===== src/rtl/adc_sample_sequencer_if.sv =====
// ADC-side handshake and filtered-output bundle for adc_sample_sequencer.
// master = sequencer, slave = ADC interface / temp_to_led side.
interface adc_sample_sequencer_if;
    // Handshake: adc_req rises and then stays high until the first cycle with
    // adc_ack=1. adc_data is valid only in that ack cycle. adc_req drops the
    // cycle after. An ack while adc_req=0 is ignored. dout_valid is a
    // one-cycle strobe that qualifies a new adc_dout.
    logic        adc_req;
    logic        adc_ack;
    logic [11:0] adc_data;
    logic [11:0] adc_dout;
    logic        dout_valid;

    modport master (
        output adc_req,
        input  adc_ack,
        input  adc_data,
        output adc_dout,
        output dout_valid
    );

    modport slave (
        input  adc_req,
        output adc_ack,
        output adc_data,
        input  adc_dout,
        input  dout_valid
    );
endinterface


===== src/rtl/adc_sample_sequencer.sv =====
// Periodic ADC conversion sequencer with a 2^AVG_LOG2 boxcar average.
// Optional REQ timeout is built when the macro ADC_TIMEOUT_EN is defined.
module adc_sample_sequencer #(
    parameter int SAMPLE_DIV  = 50000,
    parameter int AVG_LOG2    = 3,
    parameter int TIMEOUT_CYC = 1024
) (
    input  logic                   clk,
    input  logic                   rst,
    input  logic                   enable,
    input  logic                   clr_flags,
    adc_sample_sequencer_if.master bus,
    output logic                   overrun,
    output logic                   timeout_err,
    output logic [1:0]             dbg_state
);
    localparam int TW = (SAMPLE_DIV > 1) ? $clog2(SAMPLE_DIV) : 1;
    localparam int AW = 12 + AVG_LOG2;
    localparam int CW = AVG_LOG2 + 1;
    localparam logic [TW-1:0] TICK_LAST = TW'(SAMPLE_DIV - 1);
    localparam logic [CW-1:0] CNT_FULL  = CW'(1 << AVG_LOG2);

    localparam logic [1:0] IDLE      = 2'd0;
    localparam logic [1:0] WAIT_TICK = 2'd1;
    localparam logic [1:0] REQ       = 2'd2;
    localparam logic [1:0] OUT       = 2'd3;

    logic [1:0]    state;
    logic [TW-1:0] tick_cnt;
    logic          tick;
    logic [AW-1:0] acc;
    logic [AW-1:0] acc_sum;
    logic [CW-1:0] cnt;
    logic [CW-1:0] cnt_next;
    logic          ack_seen;
    logic          expire;

    assign tick      = enable && (tick_cnt == TICK_LAST);
    assign ack_seen  = (state == REQ) && bus.adc_ack;
    assign acc_sum   = acc + AW'(bus.adc_data);
    assign cnt_next  = cnt + CW'(1);
    assign dbg_state = state;

`ifdef ADC_TIMEOUT_EN
    localparam int OW = $clog2(TIMEOUT_CYC + 1);
    logic [OW-1:0] req_cyc;

    // An ack landing on the expiry cycle wins over the timeout.
    assign expire = (state == REQ) && !bus.adc_ack
                    && (req_cyc == OW'(TIMEOUT_CYC - 1));

    always_ff @(posedge clk) begin
        if (rst || state != REQ) begin
            req_cyc <= '0;
        end else begin
            req_cyc <= req_cyc + OW'(1);
        end
    end

    always_ff @(posedge clk) begin
        if (rst) begin
            timeout_err <= 1'b0;
        end else if (expire) begin
            timeout_err <= 1'b1;
        end else if (clr_flags) begin
            timeout_err <= 1'b0;
        end
    end
`else
    assign expire = 1'b0;
    // Constant 0 for any legal TIMEOUT_CYC; the timeout only exists in the other build.
    assign timeout_err = (TIMEOUT_CYC < 0);
`endif

    always_ff @(posedge clk) begin
        if (rst) begin
            state          <= IDLE;
            tick_cnt       <= '0;
            acc            <= '0;
            cnt            <= '0;
            overrun        <= 1'b0;
            bus.adc_req    <= 1'b0;
            bus.adc_dout   <= 12'hFFF;
            bus.dout_valid <= 1'b0;
        end else begin
            bus.dout_valid <= 1'b0;

            if (!enable || tick) begin
                tick_cnt <= '0;
            end else begin
                tick_cnt <= tick_cnt + TW'(1);
            end

            // A tick during an outstanding request is dropped, only flagged.
            if (state == REQ && tick) begin
                overrun <= 1'b1;
            end else if (clr_flags) begin
                overrun <= 1'b0;
            end

            case (state)
                IDLE: begin
                    if (enable) begin
                        state <= WAIT_TICK;
                    end
                end
                WAIT_TICK: begin
                    if (!enable) begin
                        state <= IDLE;
                        acc   <= '0;
                        cnt   <= '0;
                    end else if (tick) begin
                        state       <= REQ;
                        bus.adc_req <= 1'b1;
                    end
                end
                REQ: begin
                    if (ack_seen) begin
                        bus.adc_req <= 1'b0;
                        if (!enable) begin
                            state <= IDLE;
                            acc   <= '0;
                            cnt   <= '0;
                        end else begin
                            acc   <= acc_sum;
                            cnt   <= cnt_next;
                            state <= (cnt_next == CNT_FULL) ? OUT : WAIT_TICK;
                        end
                    end else if (expire) begin
                        bus.adc_req <= 1'b0;
                        acc         <= '0;
                        cnt         <= '0;
                        state       <= enable ? WAIT_TICK : IDLE;
                    end
                end
                OUT: begin
                    bus.adc_dout   <= acc[AVG_LOG2 +: 12];
                    bus.dout_valid <= 1'b1;
                    acc            <= '0;
                    cnt            <= '0;
                    state          <= enable ? WAIT_TICK : IDLE;
                end
                default: state <= IDLE;
            endcase
        end
    end
endmodule

===== src/flat_wrapper.sv =====
// flat-port wrapper written by rule: the top's interface ports become plain ports
module adc_sample_sequencer_flat 
#(
    parameter int SAMPLE_DIV  = 50000,
    parameter int AVG_LOG2    = 3,
    parameter int TIMEOUT_CYC = 1024
)
  (clk, rst, enable, clr_flags, overrun, timeout_err, dbg_state, bus_adc_req, bus_adc_ack, bus_adc_data, bus_adc_dout, bus_dout_valid);
  adc_sample_sequencer_if bus_i ();
  input  logic clk;
  input  logic rst;
  input  logic enable;
  input  logic clr_flags;
  output logic overrun;
  output logic timeout_err;
  output logic [1:0] dbg_state;
  output wire logic [$bits(bus_i.adc_req)-1:0] bus_adc_req;
  input wire logic [$bits(bus_i.adc_ack)-1:0] bus_adc_ack;
  input wire logic [$bits(bus_i.adc_data)-1:0] bus_adc_data;
  output wire logic [$bits(bus_i.adc_dout)-1:0] bus_adc_dout;
  output wire logic [$bits(bus_i.dout_valid)-1:0] bus_dout_valid;
  assign bus_adc_req = bus_i.adc_req;
  assign bus_i.adc_ack = bus_adc_ack;
  assign bus_i.adc_data = bus_adc_data;
  assign bus_adc_dout = bus_i.adc_dout;
  assign bus_dout_valid = bus_i.dout_valid;
  adc_sample_sequencer #(.SAMPLE_DIV(SAMPLE_DIV), .AVG_LOG2(AVG_LOG2), .TIMEOUT_CYC(TIMEOUT_CYC)) u_core (.clk(clk), .rst(rst), .enable(enable), .clr_flags(clr_flags), .bus(bus_i), .overrun(overrun), .timeout_err(timeout_err), .dbg_state(dbg_state));
endmodule

===== config.mk =====
export PLATFORM = sky130hd
export DESIGN_NAME = adc_sample_sequencer_flat
export DESIGN_NICKNAME = d
export VERILOG_FILES = /design/src/rtl/adc_sample_sequencer_if.sv /design/src/rtl/adc_sample_sequencer.sv /design/src/flat_wrapper.sv
export SDC_FILE = /design/constraint.sdc
export NUM_CORES = 1
export LEC_CHECK = 0
export ABC_AREA = 1
export CORE_MARGIN = 3
export CORE_UTILIZATION = 45
export DETAILED_ROUTE_END_ITERATION = 8
export PLACE_DENSITY = 0.66
export SYNTH_ARGS = -nofsm -noshare
export SYNTH_HDL_FRONTEND = slang
export SYNTH_SLANG_ARGS = --single-unit
export TNS_END_PERCENT = 10

===== constraint.sdc =====
create_clock -name clk -period 2.8 [get_ports clk]
set_input_delay 0.84 -clock clk [delete_from_list [all_inputs] [get_ports clk]]
set_output_delay 0.84 -clock clk [all_outputs]
set_load 0.1 [all_outputs]

# After elaboration in Yosys (flattened, before gate mapping)
# Index checks and enable logic that the tools add are counted.
# word_totals
regBits	52
inputBits	17
# op_classes
addsub	3
n_eq_ne	11
mux	23
n_reduce_logical	13
# op_table
operator	count
$mux 15	3
$pmux 15 s3	1
$add 16x1->16 const B	1
$eq 16x16->1 const B	1
$add 15x12->15	1
$mux 2	6
$mux 4	3
$pmux 4 s3	1
$pmux 2 s4	1
$mux 1	7
$ne 2x2->1 const B	3
$reduce_and 3->1	2
$add 4x1->4 const B	1
$eq 2x2->1 const B	2
$eq 4x4->1 const B	1
$ne 2x1->1 const B	2
$reduce_and 4->1	1
$reduce_bool 2->1	2
$logic_and 1x1->1	3
$ne 3x2->1 const B	1
$reduce_bool 3->1	1
$eq 2x1->1 const B	1
$logic_not 2->1	1
$pmux 1 s2	1
3 further kinds	3

# Depth between registers and ports, before layout
# Gate-level depths: netlist of the first run.
# logic_depth
word_depth	6
depth_mapped	11

# Least setup slack after synthesis of the first run
# Ideal clock, no wire load.
# synth_path
path_kind	input -> register
start	in bus_adc_data[0]
end	reg u_core.acc[4]
setup_ns	0.132
arrival_time_ns	2.002
path_slack_ns	0.666
stages	7
n_path_buf	0
cell_sequence	ha_1 > fa_1 > nand2_1 > a21oi_1 > or2_2 > nand3_1 > a21oi_2
# synth_between
elab_chain_cells	4
# synth_lines
item	line	text
from (decl)	flat_wrapper.sv:19	input wire logic [$bits(bus_i.adc_data)-1:0] bus_adc_data;
$add 15x12->15	adc_sample_sequencer.sv:40	assign acc_sum = acc + AW'(bus.adc_data);
$mux 15	adc_sample_sequencer.sv:120	if (!enable) begin
$mux 15	adc_sample_sequencer.sv:118	if (ack_seen) begin
$pmux 15 s3	adc_sample_sequencer.sv:101	case (state)
to (signal assigned)	adc_sample_sequencer.sv:125	acc <= acc_sum;
to (decl)	adc_sample_sequencer.sv:31	logic [AW-1:0] acc;
# No other way between the ends. The select of a mux whose other input is x is not followed.
# A chain may end at the register's enable or synchronous reset.

# Final worst setup path of the first run
# layout_path
start	in bus_adc_data[0]
end	reg u_core.acc[14]
# The elaborated chain is that of the path after synthesis.

==> results.txt, run 1 <==
clock buffer depth: 2
reg-to-reg startpoint: u_core.tick_cnt[0]
Layout area overhead: 17.0%
TNS Setup: 0 ns
worst vdd ir: 224 uV
gr usage total: 17.8%
Fin. Hold Viols: 0
design area: 3560 um2
layout cells sized above 1: 14.1%
pin count of the biggest net entering global routing: 21
post-synthesis cell count: 445
slowest CP cell: clkdlybuf4s50_1
Clk Latency, worst-skew pair: 0.31 ns
CTS tree: built
IO Port Bufs: 33
die area: 7790 um2
Clock Skew: 0.0153 ns
R2R setup slack: 1.05 ns
EDFF count, synth: 0
antenna cell count: 0
CTS buffer count: 5
min-delay src: u_core.bus.adc_req
Syn Std Cell Area: 3050 um2
Starting Density: 47.2%
Placed Area: 3400 um2
HPWL after detailed placement: 5070 um
Worst Setup SP: bus_adc_data[0]
Ports: 35
Placer Congestion: 0.819
Clk pin slew, worst setup/hold paths: 0.09 ns
std cell rows: 29
total grt overflow: 0
crit path launch type: input pin
Avg WL per Cell: 11.8 um
DR iter-0 viols: 92
Pre-antenna DRT Iters: 6
Worst setup EP type: flop
max_cap viols: 0
worst min-delay path class: reg2reg
Synth Flop Type: dfxtp_1
Worst path max stage delay: 0.40 ns
crit-path max FO: 4
CP dominant cell by count: nand2_1
Die Ht: 88.3 um
leakage: 0.00161 uW
Setup CP Type: in2reg
nets@finish: 514
Final Cycle Share: 84.0%
Pins Over Slew Limit: 0
antenna violations before repair: 0
RSZ-0062 raised after global routing: false
PD cells: 475 nW/um2
asr flop ratio synth: 0%
register area share after synthesis: 34.2%
outcome: finished clean
FF+latch count, synth: 52
utilization after layout: 55.2%
cts repair resizes: 0
critical path arrival: 2.59 ns
Synth warnings: 0
syn_area_per_cell: 6.85 um2
WHS: 0.451 ns
Worst Path Required: 3.04 ns
Period minus WS final: 2.35 ns
vias in the first global route: 2545
vias per inst: 4.86
core area: 6460 um2
chip width: 88.3 um
Max H-tree Level: 2
Sink Count: 52
first-pass GRT wire length: 11200 um
postcts setup bufs: 0
antenna-violating nets left: 0
Fmax: 425 MHz
via count: 2719
endpoints failing setup: 0
cts hold-fix bufs: 0
Synth cell types: 41
DRC errors left: 0
clock root buffer: clkbuf_8
crit-path cells: clkdlybuf4s50_1 -> ha_1 -> fa_1 -> nand2_1 -> nand2_1 -> nand3_1 -> nand2_1 -> nand2_1 -> nand2_1 -> nand2_1 -> nand3_1 -> a21oi_1
Syn Nets: 478
Routed WL: 6610 um
## worst max-delay path: cells and delay by family
kind                     cells  cell delay (ns)
AO/OA/AOI/OAI                1             0.13
adder cells (fa/ha/maj)      2             0.62
buffers and inverters        1             0.40
AND/OR/NAND/NOR              8             0.60
## cell usage in the layout (no fill, tap or decap), types with 2 or more instances in the layout
cell type / instances
nor3b_1: 2
clkinv_1: 2
nor2_4: 2
o21ai_0: 6
bufinv_16: 3
nor2_1: 33
nand3_2: 2
nand2_2: 11
clkbuf_8: 5
clkdlybuf4s50_1: 16
o211a_1: 2
inv_2: 2
a21oi_1: 24
inv_1: 62
ha_1: 15
or2_2: 3
buf_4: 22
nor3_2: 2
nor2_2: 4
a21oi_2: 10
nor3_1: 9
xor2_1: 4
nand4_1: 5
nand3_1: 40
o211ai_1: 3
nand2_1: 125
a21boi_0: 2
dfxtp_1: 52
nand3b_1: 3
## final timing paths
check | endpoint | depth (start not counted)
setup / recovery | u_core.acc[14] | 12
hold / removal | u_core.bus.adc_req | 2
setup reg to reg | u_core.tick_cnt[11] | 8
hold reg to reg | u_core.bus.adc_req | 2
## per-layer routing
metal	vias to the layer above	track usage [%]	wire length (um)
li1	1481	-	-
met1	1194	24.1	3350
met3	5	2.89	243
met4	0	4.12	45
met5	-	0	0
met2	39	29.9	2970
## report_power, final
part / leakage, uW / total [uW] / internal (uW) / switching, uW
Sequential: 0.000420 / 767 / 753 / 14.3
Clock: 0.0000784 / 701 / 447 / 254
Combinational: 0.00112 / 226 / 69.6 / 156
## synth_stat cells, types with 3 or more instances
master,n,share of area (%)
nand3_1,40,6.6
dfxtp_1,52,34
nand2_1,125,15
nand2_2,11,2.3
o21ai_0,6,0.99
buf_4,3,0.74
nand4_1,5,1.0
nand3b_1,3,0.74
nor2_1,33,4.1
xor2_1,4,1.1
nor2_2,4,0.82
or2_2,3,0.62
ha_1,15,6.2
a21oi_2,10,2.9
o211ai_1,3,0.74
inv_1,62,7.6
nor3_1,9,1.5
clkbuf_1,3,0.37
a21oi_1,24,3.9
## cell type report
type | instances | area (um2)
tap | 77 | 96.3
fill | 637 | 2900
multi-input combinational | 317 | 1690
clock inverter | 3 | 90.1
clock buffer | 5 | 68.8
timing repair buffer | 38 | 325
sequential | 52 | 1040
inverter | 67 | 256
## cell families (layout without fill, tap and decap cells)
| group | after synthesis | count (layout) | share of synthesized area (%) |
|---|---|---|---|
| other | 1 | 1 | 0.123 |
| XOR/XNOR | 5 | 5 | 1.44 |
| adder cells (fa/ha/maj) | 16 | 16 | 6.82 |
| AO/OA/AOI/OAI | 49 | 49 | 10.1 |
| AND/OR/NAND/NOR | 246 | 246 | 36.9 |
| buffers and inverters | 76 | 113 | 10.5 |
| flip-flops | 52 | 52 | 34.2 |
## state kept, by name, summed over array words and instances (netlist names)
name                   flops
u_core.acc                15
u_core.overrun             1
u_core.tick_cnt           16
u_core.bus.adc_dout       12
u_core.dbg_state           2
u_core.cnt                 4
u_core.bus.dout_valid      1
u_core.bus.adc_req         1
## per-stage QoR
stage,total power [uW],setup slack [ns],cells
2_1_floorplan,952,0.666,445
3_5_place_dp,1010,0.126,551
4_1_cts,1710,0.444,559
6_report,1690,0.448,559
3_3_place_gp,1010,0.181,551
5_1_grt,1750,0.276,559
Power figures use the tool's default switching activity.
==> run 2: changes to the inputs <==
PLACE_DENSITY = 0.69   (was 0.66)
clock period = 2.12 ns   (was 2.8 ns; I/O delays follow)
==> run 2 against run 1 <==
Via count is 5.1% higher. Die area is the same. Wire length is 3.2% higher. Final cell count up 2.9%. Combinational power increased by 47%. Non-clock buffer count rose by 16. Critical endpoint unchanged. Worst setup slack lost 0.38 ns. First-iteration DRC count increased by 20%. Critical path type unchanged. Highest routed layer unchanged. Flip-flop and latch count unchanged.
==> results.txt, run 2 (synthesis results as in run 1) <==
worst min-delay path class: reg2reg (unchanged)
Clk Latency, worst-skew pair: 0.32 ns (was 0.31 ns)
Routed WL: 6820 um (was 6610 um)
vias in the first global route: 2787 (was 2545)
Crit path max-delay family: adder cells (unchanged)
leakage: 0.00175 uW (was 0.00161 uW)
Buf/Inv on CP: 1 (unchanged)
number of flip-flops in the largest register: 16 (unchanged)
die area: 7790 um2 (unchanged)
Sink Count: 52 (unchanged)
hold path depth: 1 (was 2)
Pins Over Slew Limit: 0 (unchanged)
Final Cycle Share: 96.8%
first-pass GRT wire length: 12100 um (was 11200 um)
Pre-antenna DRT Iters: 4 (was 6)
nets@finish: 530 (was 514)
biggest regs: u_core.tick_cnt (16), u_core.acc (15), u_core.bus.adc_dout (12) (unchanged)
Layout area overhead: 25.6% (was 17.0%)
Hold Path Sink: u_core.tick_cnt[0] (was u_core.bus.adc_req)
R2R depth: 8 (unchanged)
slowest CP cell: clkdlybuf4s50_1 (unchanged)
IO Port Bufs: 33 (unchanged)
Clk pin slew, worst setup/hold paths: 0.10 ns (was 0.09 ns)
Placer Congestion: 0.847 (was 0.819)
chip width: 88.3 um (unchanged)
Max H-tree Level: 2 (unchanged)
WHS: 0.453 ns (was 0.451 ns)
PD cells: 512 nW/um2 (was 475 nW/um2)
crit path launch type: input pin (unchanged)
total grt overflow: 0 (unchanged)
via count: 2857 (was 2719)
endpoints failing setup: 0 (unchanged)
CTS tree: built (unchanged)
Period minus WS final: 2.05 ns
antenna cell count: 0 (unchanged)
Clock Skew: 0.0134 ns (was 0.0153 ns)
Starting Density: 47.2% (unchanged)
core area: 6460 um2 (unchanged)
design area: 3830 um2 (was 3560 um2)
critical path arrival: 2.31 ns (was 2.59 ns)
Ports: 35 (unchanged)
CTS buffer count: 5 (unchanged)
CP dominant cell by count: nand2_1 (unchanged)
HPWL after detailed placement: 5300 um (was 5070 um)
RSZ-0062 raised after global routing: true (was false)
filler instances: 606 (was 637)
Fin. Hold Viols: 0 (unchanged)
layout cells sized above 1: 17.3% (was 14.1%)
Avg WL per Cell: 11.9 um (was 11.8 um)
Worst path max stage delay: 0.40 ns (about the same)
reg-to-reg startpoint: u_core.tick_cnt[0] (unchanged)
Placed Area: 3720 um2 (was 3400 um2)
crit-path cells: clkdlybuf4s50_1 -> ha_1 -> fa_2 -> nand2_2 -> nand2_1 -> nand3_1 -> nand2_1 -> nand2_1 -> nand2_1 -> nand2_1 -> nand3_1 -> a21oi_1 (was clkdlybuf4s50_1 -> ha_1 -> fa_1 -> nand2_1 -> nand2_1 -> nand3_1 -> nand2_1 -> nand2_1 -> nand2_1 -> nand2_1 -> nand3_1 -> a21oi_1)
gr usage total: 19.1% (was 17.8%)
max_cap viols: 0 (unchanged)
DRC errors left: 0 (unchanged)
crit-path max FO: 4 (unchanged)
Fmax: 487 MHz
outcome: finished clean (unchanged)
Worst Path Required: 2.37 ns (was 3.04 ns)
std cell rows: 29 (unchanged)
Setup CP Type: in2reg (unchanged)
Worst setup EP type: flop (unchanged)
min-delay src: u_core.tick_cnt[0] (was u_core.bus.adc_req)
clock buffer depth: 2 (unchanged)
R2R setup slack: 0.42 ns (was 1.05 ns)
TNS Setup: 0 ns (unchanged)
Levels on crit path: 12 (unchanged)
most frequent cells in the layout: 124 x nand2_1, 62 x inv_1, 52 x dfxtp_1, 40 x nand3_1, 33 x nor2_1 (was 125 x nand2_1, 62 x inv_1, 52 x dfxtp_1, 40 x nand3_1, 33 x nor2_1)
antenna violations before repair: 0 (unchanged)
worst vdd ir: 373 uV (was 224 uV)
vias per inst: 4.97 (was 4.86)
DR iter-0 viols: 110 (was 92)
reg-to-reg endpoint: u_core.tick_cnt[10] (was u_core.tick_cnt[11])
Die Ht: 88.3 um (unchanged)
commonest non-fill, non-tap cell in the layout: nand2_1 (unchanged)
postcts setup bufs: 0 (unchanged)
antenna-violating nets left: 0 (unchanged)
pin count of the biggest net entering global routing: 21 (unchanged)
clock root buffer: clkbuf_8 (unchanged)
Top reg by flops: u_core.tick_cnt (unchanged)
[run 2: cell types whose count changed in the layout (fill, tap and decap cells not counted), sizes merged]
cell / delta
buf: +16
bufinv: -3
clkinv: +1
clkinvlp: +1
inv: +1
[run 2: final cells by class]
class                           count  area (um2)  area share, %
Tap cell                           77        96.3           2.52
Multi-Input combinational cell    317        1690           44.2
Inverter                           67         256           6.70
Timing Repair Buffer               54         646           16.9
Sequential cell                    52        1040           27.2
Clock buffer                        5        68.8           1.80
Clock inverter                      3        27.5          0.719
[run 2: worst reg2reg max path: stages, from the launching register on]
cell	delay, ns
dfxtp_1	0.33
ha_1	0.21
nand2_1	0.06
inv_1	0.05
nand2_2	0.08
nor2_1	0.07
nand4_1	0.18
nand3_2	0.33
nor3b_1	0.30
[run 2: where the power goes]
group | leakage, uW | internal (uW) | switching, uW | total [uW]
Clock | 0.0000463 | 243 | 367 | 611
Sequential | 0.000420 | 994 | 23.1 | 1020
Combinational | 0.00128 | 125 | 208 | 332
Total | 0.00175 | 1360 | 598 | 1960
[run 2: per-layer routing]
layer | GRT usage (%) | vias up | share of wire (%)
li1 | - | 1512 | -
met1 | 24.9 | 1288 | 47
met2 | 33.0 | 50 | 47
met3 | 3.26 | 7 | 4.6
met4 | 4.67 | 0 | 1.3
met5 | 0 | - | 0
[run 2: worst max path at each step]
| stage | start | endpoint | slack, ns |
|---|---|---|---|
| 6_report | bus_adc_data[0] | u_core.acc[14] | 0.07 |
| 5_1_grt | bus_adc_data[0] | u_core.acc[12] | -0.07 |
| 4_1_cts | bus_adc_data[0] | u_core.acc[6] | 0.02 |
| 3_5_place_dp | bus_adc_data[0] | u_core.acc[10] | -0.32 |
| 3_3_place_gp | bus_adc_data[0] | u_core.acc[4] | -0.29 |
| 2_1_floorplan | u_core.dbg_state[1] | u_core.cnt[3] | 0.07 |
[run 2: what timing repair did]
item / CTS / global route
resized for setup: 0 / 3
hold buffers: 0 / 0
setup endpoints to repair: 0 / 6
[run 2: through the flow]
| stage | total power, uW | instances | setup WS [ns] | utilization, % |
|---|---|---|---|---|
| CTS | 1980 | 575 | 0.0238 | 59.2 |
| detailed placement | 1370 | 567 | -0.320 | 57.7 |
| global placement | 1370 | 567 | -0.290 | 57.7 |
| finish | 1960 | 575 | 0.0670 | 59.2 |
| global route | 2050 | 575 | -0.0656 | 59.2 |
| floorplan | 1260 | 445 | 0.0735 | - |
==> variant 1, RTL diff (flow settings as in run 2) <==
`AVG_LOG2` is set to 3 in 2 places; all go to 4.
--- a/src/rtl/adc_sample_sequencer.sv
+++ b/src/rtl/adc_sample_sequencer.sv
@@ -2,7 +2,7 @@
 // Optional REQ timeout is built when the macro ADC_TIMEOUT_EN is defined.
 module adc_sample_sequencer #(
     parameter int SAMPLE_DIV  = 50000,
-    parameter int AVG_LOG2    = 3,
+    parameter int AVG_LOG2    = 4,
     parameter int TIMEOUT_CYC = 1024
 ) (
     input  logic                   clk,
--- a/src/flat_wrapper.sv
+++ b/src/flat_wrapper.sv
@@ -2,7 +2,7 @@
 module adc_sample_sequencer_flat 
 #(
     parameter int SAMPLE_DIV  = 50000,
-    parameter int AVG_LOG2    = 3,
+    parameter int AVG_LOG2    = 4,
     parameter int TIMEOUT_CYC = 1024
 )
   (clk, rst, enable, clr_flags, overrun, timeout_err, dbg_state, bus_adc_req, bus_adc_ack, bus_adc_data, bus_adc_dout, bus_dout_valid);
Behaviour: same outputs for any inputs over 10 cycles, from zero or initial values and one cycle with rst high; that may be too few to reach the edited logic, so the function may still have changed.
==> variant 1 against run 2 <==
Routed wire length rose by 5.1%. Cell area rose by 5.3%. Sequential cell count rose by 2. Global-route usage barely moved. Area after synthesis rose by 1.6%. Largest power group unchanged. Count of clock-buffer cells in the layout did not move. Cell count rose by 2.6%. First-iteration DRC count rose by 77%. Clock skew fell by 0.0084 ns. Setup slack improved by 0.041 ns. Total power rose by 12%. Via count rose by 3.5%. Clock power rose by 20%. Synthesized cell count rose by 2.5%. Critical endpoint is now u_core.acc[15].
==> variant 1: results (changes against run 2) <==
.. list-table::
   :header-rows: 1

   * - Metric
     - Value
   * - Final WL
     - 7.17 mm (+5.1%)
   * - Top Family by Delay on Critical Path
     - simple AND/OR/NAND/NOR gates
   * - Number of distinct library cells after synthesis
     - 40 (-2.4%)
   * - Maximum ir drop on the vdd rail
     - 0.292 mV (-22%)
   * - Seq/Total Area, Yosys
     - 34.9% (+0.75 points)
   * - Combinational fraction of design power
     - 18.4% (+1.4 points)
   * - Detailed route wirelength on metal2
     - 3.26 mm (+1.9%)
   * - Top post-synthesis cells by area
     - sky130_fd_sc_hd__dfxtp_1 35%, sky130_fd_sc_hd__nand2_1 17%, sky130_fd_sc_hd__inv_1 7.0%
   * - Via count of the first global-routing pass
     - 2,811 (+0.86%)
   * - Worst flop-to-flop path endpoint
     - u_core.acc[4]
   * - Share of power burned in registers
     - 48.3% (-3.6 points)
   * - Status
     - finished, final reports clean
   * - Met1 demand-to-capacity share in global routing
     - 25.1% (+0.23 points)
   * - All-layer global routing usage
     - 19.2% (+0.046 points)
   * - Setup Slack @ Placement
     - -0.373 ns (-0.0535 ns)
   * - Via count of the routed design
     - 2,956 (+3.5%)
   * - Area share of fa/ha/maj cells after synthesis
     - 6.71% (-0.11 points)
   * - Crit path from
     - bus_adc_data[2]
   * - Minimum setup slack among reg-to-reg paths
     - 0.38 ns (-0.04 ns)
   * - Net switching component of the power
     - 0.628 mW (+5.0%)
   * - Met1 Wirelength
     - 3.54 mm (+9.9%)
   * - Leakage power
     - 1.84 nW (+5.1%)
   * - First-pass GRT wire length
     - 12.2 mm (+0.63%)
   * - Drt initial violations
     - 195 (+77%)
   * - Xor-xnor portion of the synthesized cell area
     - 2.55% (+1.1 points)
   * - Beginning of the worst register-to-register path
     - u_core.acc[0]
   * - Number of cells upsized or downsized after cts
     - 2 (+2)
   * - Fin crit share
     - 94.9% (-2.0 points)
   * - Post-Syn Nets
     - 489 (+2.3%)
   * - Final-stage net count
     - 545 (+2.8%)
   * - HPWL after detailed placement
     - 5.35 mm (+0.92%)
   * - Registers with the most flip-flops
     - u_core.acc x16, u_core.tick_cnt x16, u_core.bus.adc_dout x12
   * - RePlAce Congestion
     - 0.890 (+5.1%)
   * - Cells on worst reg2reg path
     - 10 (+2)
   * - Compound-cell area share of the yosys netlist
     - 11.2% (+1.2 points)
   * - Met3 Use GR
     - 3.41% (+0.15 points)
   * - Met3 wire length
     - 298 um (-4.8%)
==> variant 1: layout make-up <==
| class | instances | area [um2] |
|---|---|---|
| Fill cell | 594 | 2470 |
| Multi-Input combinational cell | 328 | 1780 |
| Sequential cell | 54 | 1080 |
| Timing Repair Buffer | 61 | 717 |
| Inverter | 62 | 233 |
| Tap cell | 77 | 96.3 |
| Clock buffer | 5 | 68.8 |
| Clock inverter | 3 | 47.5 |
==> variant 1: through the flow <==
step                cells  area [um2]  setup TNS (ns)  hold slack (ns)  power, mW
floorplan             456        3100               0            0.413       1.31
CTS                   587        3940               0            0.463       2.20
finish                590        4030               0            0.456       2.19
global placement      579        3820           -3.09            0.427       1.47
global route          590        4030         -0.0314            0.493       2.29
detailed placement    579        3820           -3.31            0.440       1.47
==> variant 1: how the worst max path moves through the flow <==
stage,end,cells after the start
floorplan,u_core.acc[1],7
CTS,u_core.acc[12],12
global route,u_core.acc[15],12
finish,u_core.acc[15],10
detailed placement,u_core.acc[12],12
global placement,u_core.acc[12],12
==> variant 2, RTL diff (config.mk and constraints of run 2) <==
Without the edit above. Register the output `overrun` once more, without a reset; this adds one clock of latency there. The other outputs are not delayed to match.
--- a/src/rtl/adc_sample_sequencer.sv
+++ b/src/rtl/adc_sample_sequencer.sv
@@ -24,6 +24,8 @@
     localparam logic [1:0] WAIT_TICK = 2'd1;
     localparam logic [1:0] REQ       = 2'd2;
     localparam logic [1:0] OUT       = 2'd3;
+
+    logic overrun_s0;
 
     logic [1:0]    state;
     logic [TW-1:0] tick_cnt;
@@ -78,7 +80,7 @@
             tick_cnt       <= '0;
             acc            <= '0;
             cnt            <= '0;
-            overrun        <= 1'b0;
+            overrun_s0     <= 1'b0;
             bus.adc_req    <= 1'b0;
             bus.adc_dout   <= 12'hFFF;
             bus.dout_valid <= 1'b0;
@@ -93,9 +95,9 @@
 
             // A tick during an outstanding request is dropped, only flagged.
             if (state == REQ && tick) begin
-                overrun <= 1'b1;
+                overrun_s0 <= 1'b1;
             end else if (clr_flags) begin
-                overrun <= 1'b0;
+                overrun_s0 <= 1'b0;
             end
 
             case (state)
@@ -144,4 +146,8 @@
             endcase
         end
     end
+    always_ff @(posedge clk) begin
+        overrun <= overrun_s0;
+    end
+
 endmodule
Formal check against the unedited RTL: no difference found for any inputs over 10 cycles, from zero or initial values and one cycle with rst high; that may be too few to reach the edited logic, so the function may still have changed.
==> variant 2 against run 2 <==
Cell area fell by 0.75%. Routed wire length fell by 3.6%. Total power rose by 7.0%. Non-clock buffer count rose by 1. Sequential cell count rose by 1. Setup slack improved by 0.019 ns. Global-route usage fell by 0.41 points. Sequential share of layout area rose by 0.73 points. Area after synthesis fell by 2.1%. Worst hold slack got worse by 0.097 ns. Critical path depth did not move.
==> variant 2: results (changes against run 2) <==
.. list-table::
   :header-rows: 1

   * - Metric
     - Value
   * - FF+latch area
     - 1060 um2 (+1.9%)
   * - Number of distinct library cells after synthesis
     - 36 (-12%)
   * - Minimum setup slack among reg-to-reg paths
     - 0.46 ns (+0.04 ns)
   * - WP data arrival
     - 2.28 ns (-0.03 ns)
   * - Status
     - finished, final reports clean
   * - Setup Slack @ Placement
     - -0.346 ns (-0.0262 ns)
   * - Xor-xnor portion of the synthesized cell area
     - 1.76% (+0.32 points)
   * - Maximum number of pins on one net before global-route repair
     - 20 (-4.8%)
   * - Worst setup slack after layout
     - 0.0855 ns (+0.0185 ns)
   * - Area share of fa/ha/maj cells after synthesis
     - 6.96% (+0.15 points)
   * - Seq/Total Area, Yosys
     - 35.6% (+1.4 points)
   * - Maximum ir drop on the vdd rail
     - 0.380 mV (+1.8%)
   * - RePlAce Congestion
     - 0.832 (-1.8%)
   * - List of most frequent post-synthesis cells
     - 135 x sky130_fd_sc_hd__nand2_1, 58 x sky130_fd_sc_hd__inv_1, 53 x sky130_fd_sc_hd__dfxtp_1
   * - Synth Instances
     - 443 (-0.45%)
   * - Area after DPL
     - 3670 um2 (-1.4%)
   * - Placed Cells
     - 565 (-0.35%)
   * - Worst flop-to-flop path endpoint
     - u_core.tick_cnt[11]
   * - Post-Syn Nets
     - 476 (-0.42%)
   * - Drt initial violations
     - 108 (-1.8%)
   * - Compound-cell area share of the yosys netlist
     - 9.40% (-0.67 points)
   * - All-layer global routing usage
     - 18.7% (-0.41 points)
   * - Final-stage net count
     - 528 (-0.38%)
   * - Via count normalized by instance count
     - 5.03 (+1.3%)
   * - Via count of the first global-routing pass
     - 2,723 (-2.3%)
   * - Final WL
     - 6.58 mm (-3.6%)
## variant 2: changes by cell type after synthesis, moves of 3 or more
cell,run 2,this run
sky130_fd_sc_hd__a21oi_1,24,32
sky130_fd_sc_hd__a21oi_2,10,2
sky130_fd_sc_hd__inv_1,62,58
sky130_fd_sc_hd__nand2_1,125,135
sky130_fd_sc_hd__nand2_2,11,2
sky130_fd_sc_hd__nand4_1,5,8
sky130_fd_sc_hd__nor3_1,9,4
## variant 2: metal layers
layer  GRT usage [%]  vias up  part of all wire (%)
met4            6.56        0                   1.6
met2            30.9       68                    47
met1            24.3     1291                    46
li1                -     1515                     -
met5               0        -                     0
met3            3.50        9                   5.7
## variant 2: final cells by class
cell class | count | share of cell area, %
Sequential cell | 53 | 27.9
Timing Repair Buffer | 55 | 17.2
Tap cell | 77 | 2.54
Inverter | 63 | 6.23
Multi-Input combinational cell | 317 | 43.1
Clock buffer | 5 | 1.81
Clock inverter | 3 | 1.15
## variant 2: what timing repair did
action / in CTS / in global routing
buffers inserted: 0 / 0
gates cloned: 0 / 0
setup endpoints to repair: 2 / 4
resized for setup: 2 / 4
## variant 2: worst min-delay path by stage
stage / from / endpoint / slack, ns / cells after the start
2_1_floorplan: u_core.overrun_s0 / u_core.overrun / 0.33 / 0
6_report: u_core.overrun_s0 / u_core.overrun / 0.36 / 0
3_3_place_gp: u_core.overrun_s0 / u_core.overrun / 0.34 / 0
5_1_grt: u_core.overrun_s0 / u_core.overrun / 0.38 / 0
4_1_cts: u_core.overrun_s0 / u_core.overrun / 0.36 / 0
3_5_place_dp: u_core.overrun_s0 / u_core.overrun / 0.34 / 0
## variant 2: power breakdown
part / switching, mW / total [mW] / internal (mW)
clock: 0.345 / 0.699 / 0.354
sequential: 0.0248 / 1.04 / 1.02
combinational: 0.211 / 0.359 / 0.149
